`config.mk`:
```
export PLATFORM = sky130hd
export DESIGN_NAME = host_link_fsm
export DESIGN_NICKNAME = d
export VERILOG_FILES = /design/src/rtl/host_link_pkg.sv /design/src/rtl/host_link_fsm.sv
export SDC_FILE = /design/constraint.sdc
export NUM_CORES = 1
export LEC_CHECK = 0
export BUFFER_PORTS_ARGS = -buffer_cell sky130_fd_sc_hd__buf_2
export CAP_MARGIN = 20
export CORE_UTILIZATION = 64
export CTS_BUF_LIST = sky130_fd_sc_hd__clkbuf_4 sky130_fd_sc_hd__clkbuf_8
export CTS_CLUSTER_SIZE = 30
export DETAILED_ROUTE_END_ITERATION = 10
export PLACE_DENSITY = 0.95
export SLEW_MARGIN = 0
export SYNTH_ARGS = -nofsm -noshare
export SYNTH_HDL_FRONTEND = slang
export SYNTH_SLANG_ARGS = --single-unit
```
`constraint.sdc`:
```
create_clock -name clk -period 5.03 [get_ports clk]
set_clock_uncertainty 0.2 [all_clocks]
set_input_delay 0.503 -clock clk [delete_from_list [all_inputs] [get_ports clk]]
set_output_delay 0.503 -clock clk [all_outputs]
set_load 0.01 [all_outputs]
```
`src/rtl/host_link_pkg.sv`:
```
// Shared definitions for the host-link controller: opcodes, response bytes,
// controller state encoding and the result-count byte helper.
package host_link_pkg;

   localparam logic [1:0] OP_LOAD = 2'b00;
   localparam logic [1:0] OP_RUN  = 2'b01;
   localparam logic [1:0] OP_DUMP = 2'b10;

   localparam logic [7:0] RSP_ACK  = 8'hA5;
   localparam logic [7:0] RSP_DONE = 8'hD0;
   localparam logic [7:0] RSP_ERR  = 8'hEE;

   typedef enum logic [3:0] {
      S_IDLE,
      S_LEN,
      S_LOAD_DATA,
      S_ACK,
      S_RUN_WAIT,
      S_RPT,
      S_DUMP_RD,
      S_DUMP_WAIT,
      S_DUMP_TX,
      S_ERR
   } state_t;

   // Number of bytes needed to carry a w-bit value.
   function automatic int count_bytes(input int w);
      return (w + 7) / 8;
   endfunction

endpackage

```
`src/rtl/host_link_fsm.sv`:
```
// Host-link controller: decodes LOAD / RUN / DUMP commands from the UART byte
// stream, loads or reads back the attached byte memories, drives the processor
// START/END handshake and returns response bytes over the TX byte interface.
module host_link_fsm
   import host_link_pkg::*;
#(
   parameter int ADDR_WIDTH = 19,
   parameter int NUM_CH     = 2,
   parameter int LEN_BYTES  = 3
) (
   input  logic                    clk,
   input  logic                    rst,
   input  logic                    rx_valid,
   input  logic [7:0]              rx_data,
   output logic                    tx_valid,
   output logic [7:0]              tx_data,
   input  logic                    tx_ready,
   output logic [ADDR_WIDTH-1:0]   mem_addr,
   output logic [7:0]              mem_wdata,
   output logic [NUM_CH-1:0]       mem_we,
   output logic [NUM_CH-1:0]       mem_re,
   input  logic [8*NUM_CH-1:0]     mem_rdata,
   output logic                    start_flag,
   input  logic                    end_flag,
   input  logic [ADDR_WIDTH-1:0]   result_count,
   output logic                    busy,
   output logic                    err_led
);

   localparam int LW = 8 * LEN_BYTES;                       // length arithmetic width
   localparam int CB = count_bytes(ADDR_WIDTH);             // result-count bytes
   localparam int RW = 8 * CB;
   localparam int TW = RW + 8;                              // TX shifter: DONE + count
   localparam int CW = (LW > ADDR_WIDTH + 1) ? LW : ADDR_WIDTH + 1;
   localparam int IW = $clog2(LEN_BYTES + 1);
   localparam int SW = $clog2(CB + 2);

   state_t                  state_reg, state_next;
   logic [1:0]              op_reg, op_next;
   logic [5:0]              ch_reg, ch_next;
   logic [IW-1:0]           idx_reg, idx_next;
   logic [LW-1:0]           len_reg, len_next;        // length, then bytes remaining
   logic [ADDR_WIDTH-1:0]   addr_reg, addr_next;      // running memory address
   logic [ADDR_WIDTH-1:0]   waddr_reg, waddr_next;
   logic [7:0]              wdata_reg, wdata_next;
   logic [NUM_CH-1:0]       we_reg, we_next;
   logic [TW-1:0]           tx_sr_reg, tx_sr_next;
   logic [SW-1:0]           txcnt_reg, txcnt_next;
   logic                    err_reg, err_next;

   logic [LW-1:0]           len_full;
   logic                    too_big;
   logic [7:0]              rd_byte;
   logic [NUM_CH-1:0]       ch_onehot;

   // Length with the current byte merged in, LSB-first.
   assign len_full  = len_reg | (LW'(rx_data) << {idx_reg, 3'b000});
   assign too_big   = CW'(len_full) > (CW'(1) << ADDR_WIDTH);
   assign rd_byte   = 8'(mem_rdata >> {ch_reg, 3'b000});
   assign ch_onehot = NUM_CH'(1) << ch_reg;

   // State and datapath registers with synchronous active-low reset.
   always_ff @(posedge clk) begin
      if (!rst) begin
         state_reg <= S_IDLE;
         op_reg    <= '0;
         ch_reg    <= '0;
         idx_reg   <= '0;
         len_reg   <= '0;
         addr_reg  <= '0;
         waddr_reg <= '0;
         wdata_reg <= '0;
         we_reg    <= '0;
         tx_sr_reg <= '0;
         txcnt_reg <= '0;
         err_reg   <= 1'b0;
      end else begin
         state_reg <= state_next;
         op_reg    <= op_next;
         ch_reg    <= ch_next;
         idx_reg   <= idx_next;
         len_reg   <= len_next;
         addr_reg  <= addr_next;
         waddr_reg <= waddr_next;
         wdata_reg <= wdata_next;
         we_reg    <= we_next;
         tx_sr_reg <= tx_sr_next;
         txcnt_reg <= txcnt_next;
         err_reg   <= err_next;
      end
   end

   // Next-state and datapath updates for the command sequencer.
   always_comb begin
      state_next = state_reg;
      op_next    = op_reg;
      ch_next    = ch_reg;
      idx_next   = idx_reg;
      len_next   = len_reg;
      addr_next  = addr_reg;
      waddr_next = waddr_reg;
      wdata_next = wdata_reg;
      we_next    = '0;
      tx_sr_next = tx_sr_reg;
      txcnt_next = txcnt_reg;
      err_next   = err_reg;

      case (state_reg)
         S_IDLE: begin
            addr_next = '0;
            idx_next  = '0;
            len_next  = '0;
            if (rx_valid) begin
               op_next = rx_data[7:6];
               ch_next = rx_data[5:0];
               if (rx_data[7:6] == OP_RUN) begin
                  state_next = S_RUN_WAIT;
               end else if ((rx_data[7:6] == OP_LOAD || rx_data[7:6] == OP_DUMP) &&
                            ({1'b0, rx_data[5:0]} < 7'(NUM_CH))) begin
                  state_next = S_LEN;
               end else begin
                  state_next = S_ERR;
                  err_next   = 1'b1;
               end
            end
         end
         S_LEN: begin
            if (rx_valid) begin
               len_next = len_full;
               idx_next = idx_reg + IW'(1);
               if (idx_reg == IW'(LEN_BYTES - 1)) begin
                  if (too_big) begin
                     state_next = S_ERR;
                     err_next   = 1'b1;
                  end else if (len_full == '0) begin
                     state_next = S_ACK;
                  end else if (op_reg == OP_LOAD) begin
                     state_next = S_LOAD_DATA;
                  end else begin
                     state_next = S_DUMP_RD;
                  end
               end
            end
         end
         S_LOAD_DATA: begin
            if (rx_valid) begin
               we_next    = ch_onehot;
               waddr_next = addr_reg;
               wdata_next = rx_data;
               addr_next  = addr_reg + ADDR_WIDTH'(1);
               len_next   = len_reg - LW'(1);
               if (len_reg == LW'(1)) state_next = S_ACK;
            end
         end
         S_ACK, S_ERR: begin
            if (tx_ready) state_next = S_IDLE;
         end
         S_RUN_WAIT: begin
            if (end_flag) begin
               tx_sr_next = {RW'(result_count), RSP_DONE};
               txcnt_next = SW'(CB + 1);
               state_next = S_RPT;
            end
         end
         S_RPT: begin
            if (tx_ready) begin
               tx_sr_next = tx_sr_reg >> 8;
               txcnt_next = txcnt_reg - SW'(1);
               if (txcnt_reg == SW'(1)) state_next = S_IDLE;
            end
         end
         S_DUMP_RD: begin
            state_next = S_DUMP_WAIT;
         end
         S_DUMP_WAIT: begin
            tx_sr_next = TW'(rd_byte);
            state_next = S_DUMP_TX;
         end
         S_DUMP_TX: begin
            // Address only moves once the byte has left.
            if (tx_ready) begin
               addr_next = addr_reg + ADDR_WIDTH'(1);
               len_next  = len_reg - LW'(1);
               state_next = (len_reg == LW'(1)) ? S_ACK : S_DUMP_RD;
            end
         end
         default: state_next = S_IDLE;
      endcase

      // Bytes arriving while the controller cannot take them are dropped and flagged.
      if (rx_valid && !(state_reg inside {S_IDLE, S_LEN, S_LOAD_DATA})) err_next = 1'b1;
   end

   // TX byte selection; depends only on registered state, never on tx_ready.
   always_comb begin
      case (state_reg)
         S_ACK:   tx_data = RSP_ACK;
         S_ERR:   tx_data = RSP_ERR;
         default: tx_data = tx_sr_reg[7:0];
      endcase
   end

   assign tx_valid   = state_reg inside {S_ACK, S_ERR, S_RPT, S_DUMP_TX};
   assign mem_re     = (state_reg == S_DUMP_RD) ? ch_onehot : '0;
   assign mem_addr   = (state_reg == S_DUMP_RD) ? addr_reg : waddr_reg;
   assign mem_wdata  = wdata_reg;
   assign mem_we     = we_reg;
   assign start_flag = (state_reg == S_RUN_WAIT);
   assign busy       = (state_reg != S_IDLE);
   assign err_led    = err_reg;

endmodule
```
==> metrics.txt <==
Vias/cell 6.55; Initial Util roughly 66%; CTS Sinks 117; R2R setup slack 1.88 ns; H-tree levels 4; Crit. End Element output pin; NetSw 0.00180 W; worst-skew pair later-pin latency 0.45 ns; RR Startpoint state_reg[1]; combinational share of power 45.4%; min Tclk post-route 4.03 ns; Worst Tran Pin Value 1.05 ns; largest family of logic cells by synthesized area simple AND/OR/NAND/NOR gates; share of cells above drive strength 1 19.8%; Port Buf Inserts 90; Area Overhead vs Synth 13.3%; Post-DP HPWL 11100 um; crit path cell chain inv_1, nor2_1, and3b_1, mux2_2, buf_2; Setup TNS 0 ns; Final Hold Viols 0; Yosys top cell by area dfxtp_1; Worst-path clk slew 0.09 ns; Synth Cell Area around 6400 um2; DRC 0; sequential power share 32.2%; Compound-Gate Fraction of Synth Area 24.2%; Post-synth top cells dfxtp_1 (117), nand2_1 (97), nor2_1 (60), clkbuf_1 (47), a21oi_1 (45); Crit Path Max Fanout 23; worst reg2reg path depth 6; Async SR Flop Fraction 0%; number of antenna violations at the first check in global routing 0; number of synthesized flops with an enable pin 0; HP Class in2reg; pins over their slew limit 0; final worst setup slack 1.00 ns; syn avg cell area between 8 and 9 um2; worst r2r dst state_reg[1]; register bit total from synthesis 117; I/O pin cnt 91; placed cells 960; dpl ws 1.58 ns; via count of the first global-routing pass 5843; Post-CTS Setup Bufs 0; hold buffer count at CTS 0; dominant cells by area after synthesis dfxtp_1 (36%), nand2_1 (5.7%), a21boi_0 (4.9%); run status complete, no violations; core region area approximately 9800 um2; Final setup viols 0; VDD IR max 0.000265 V; Cell Pwr Density around 550 nW/um2; post-route insts no fill about 990; Lkg Pwr 2.77 nW; sw frac 45.1%; Min-Delay Endpoint tx_sr_reg[19]; Most used DFF post-synth dfxtp_1; Register Area about 2300 um2; critical path class reg2out; clk buf depth 2; GRT Total Usage 34.3%; internal power 0.00220 W; DRT iter0 DRCs 652; number of max-cap violations 0; Mapped Cells 791; nets@finish between 900 and 1000; hold_sp result_count[11]; Clock Power Share 22.4%; number of flip-flops under the largest register name 27; multi-input logic area roughly 3800 um2; area share of the largest cell type after synthesis 36.4%; Post-DRT Antenna Nets 0; simple logic cell fraction of the synthesized area 25.4%; fin crit share between 80% and 90%; PostCTS Resize Cnt 0; Hold Path Depth 3; largest net degree at the start of global routing 66; RSZ-0062 raised after global routing no; gr ovfl total 0; Via Count around 6500; Die X 102 um; Worst EP required 4.33 ns; Synth warnings 0; Adder-Cell Fraction of Synth Area 1.17%; total CTS buffers 17; mux share of post-synthesis cell area 6.06%; highest-delay cell along the critical path and3b_1; final WL 17800 um; Rel. slew slack 29.7%; RD Place Congestion 0.924; Site Rows 36; CTS tree yes; sequential area share after synthesis 36.4%; FILL cells about 680; Crit path arrival time 3.33 ns; Yosys cell types 70; die area 10500 um2; die height around 100 um; first-pass GRT wire length ~28000 um; syn_nets 845; count leader, synth dfxtp_1; CP Launch Type flop; routed len/inst 17.9 um; CP max stage delay 0.92 ns; Root Buffer clkbuf_8; TritonRoute pass-1 iters 5; Synth Area in XOR/XNOR 2.18%; fmax approximately 250 MHz; n_diodes 0
-- worst max-delay path by stage --
stage | startpoint | endpoint | slack [ns] | depth (start not counted)
final | state_reg[1] | mem_addr[6] | 1.00 | 5
after global routing | state_reg[1] | mem_addr[0] | 0.78 | 5
after CTS | state_reg[1] | mem_addr[0] | 1.05 | 5
after detailed placement | state_reg[1] | mem_addr[0] | 1.58 | 5
after global placement | state_reg[1] | mem_addr[18] | 1.72 | 5
after floorplan | state_reg[0] | mem_addr[0] | 2.56 | 6
-- stage by stage --
stage / cell area (um2) / power [W] / utilization (%) / hold slack [ns]
final: 7300 / 0.00400 / 74.7 / 0.107
after global routing: 7300 / 0.00420 / 74.7 / 0.123
after CTS: 7280 / 0.00392 / 74.5 / 0.106
after detailed placement: 6880 / 0.00300 / 70.4 / 0.258
after global placement: 6870 / 0.00294 / 70.3 / 0.248
after floorplan: 6440 / 0.00264 / - / 0.241
-- layout make-up --
cell class              instances  share of cell area (%)
multi-input cells             598                    52.3
flip-flops and latches        117                    32.1
repair buffers                 96                    6.94
clock buffers                  17                    3.21
clock inverters                15                    2.31
well taps                     133                    2.28
inverters                      17                   0.874
-- per-layer routing --
layer	share of wire [%]	GRT usage (%)	vias up
met5	0	0	-
met4	4.8	20.2	0
met3	8.6	7.52	102
met2	48	56.8	395
met1	39	41.0	3037
li1	-	-	2975
-- critical path: cells and delay by family, from the launching register on --
family	cells	cell delay, ns
buffers and inverters	2	0.40
DFF	1	0.77
muxes	1	0.43
and+or+nand+nor	2	1.26
-- cells by family (layout without fill, tap and decap cells) --
| kind of cell | after synthesis | after routing |
|---|---|---|
| AOI/OAI and AO/OA | 221 | 221 |
| and+or+nand+nor | 319 | 319 |
| adders and majority gates | 6 | 6 |
| muxes | 36 | 36 |
| DFF | 117 | 117 |
| buffers and inverters | 76 | 145 |
| xor gates and xnor gates | 16 | 16 |
-- cells in the final DEF, fill, tap and decap left out, drive strengths merged, types with 7 or more instances in the layout --
| cell | count |
|---|---|
| dfxtp | 117 |
| nand2 | 98 |
| buf | 96 |
| nor2 | 60 |
| a21oi | 45 |
| o21ai | 43 |
| a21boi | 43 |
| nor2b | 29 |
| mux2 | 24 |
| nor3 | 24 |
| nand3 | 23 |
| inv | 23 |
| nor3b | 19 |
| a221oi | 17 |
| clkbuf | 17 |
| or3 | 16 |
| a22oi | 14 |
| xnor2 | 13 |
| mux2i | 12 |
| o22ai | 10 |
| nor4 | 10 |
| nand2b | 9 |
| o32ai | 8 |
| and2 | 7 |
| or4 | 7 |
-- power groups by stage --
| stage | combinational [W] | clock, W | sequential (W) |
|---|---|---|---|
| CTS | 0.00175 | 0.000895 | 0.00128 |
| global route | 0.00195 | 0.000941 | 0.00131 |
| finish | 0.00181 | 0.000897 | 0.00129 |
| detailed placement | 0.00170 | 0 | 0.00129 |
| floorplan | 0.00143 | 0 | 0.00121 |
| global placement | 0.00166 | 0 | 0.00129 |
Note: power is estimated with default switching activity, not from simulation.
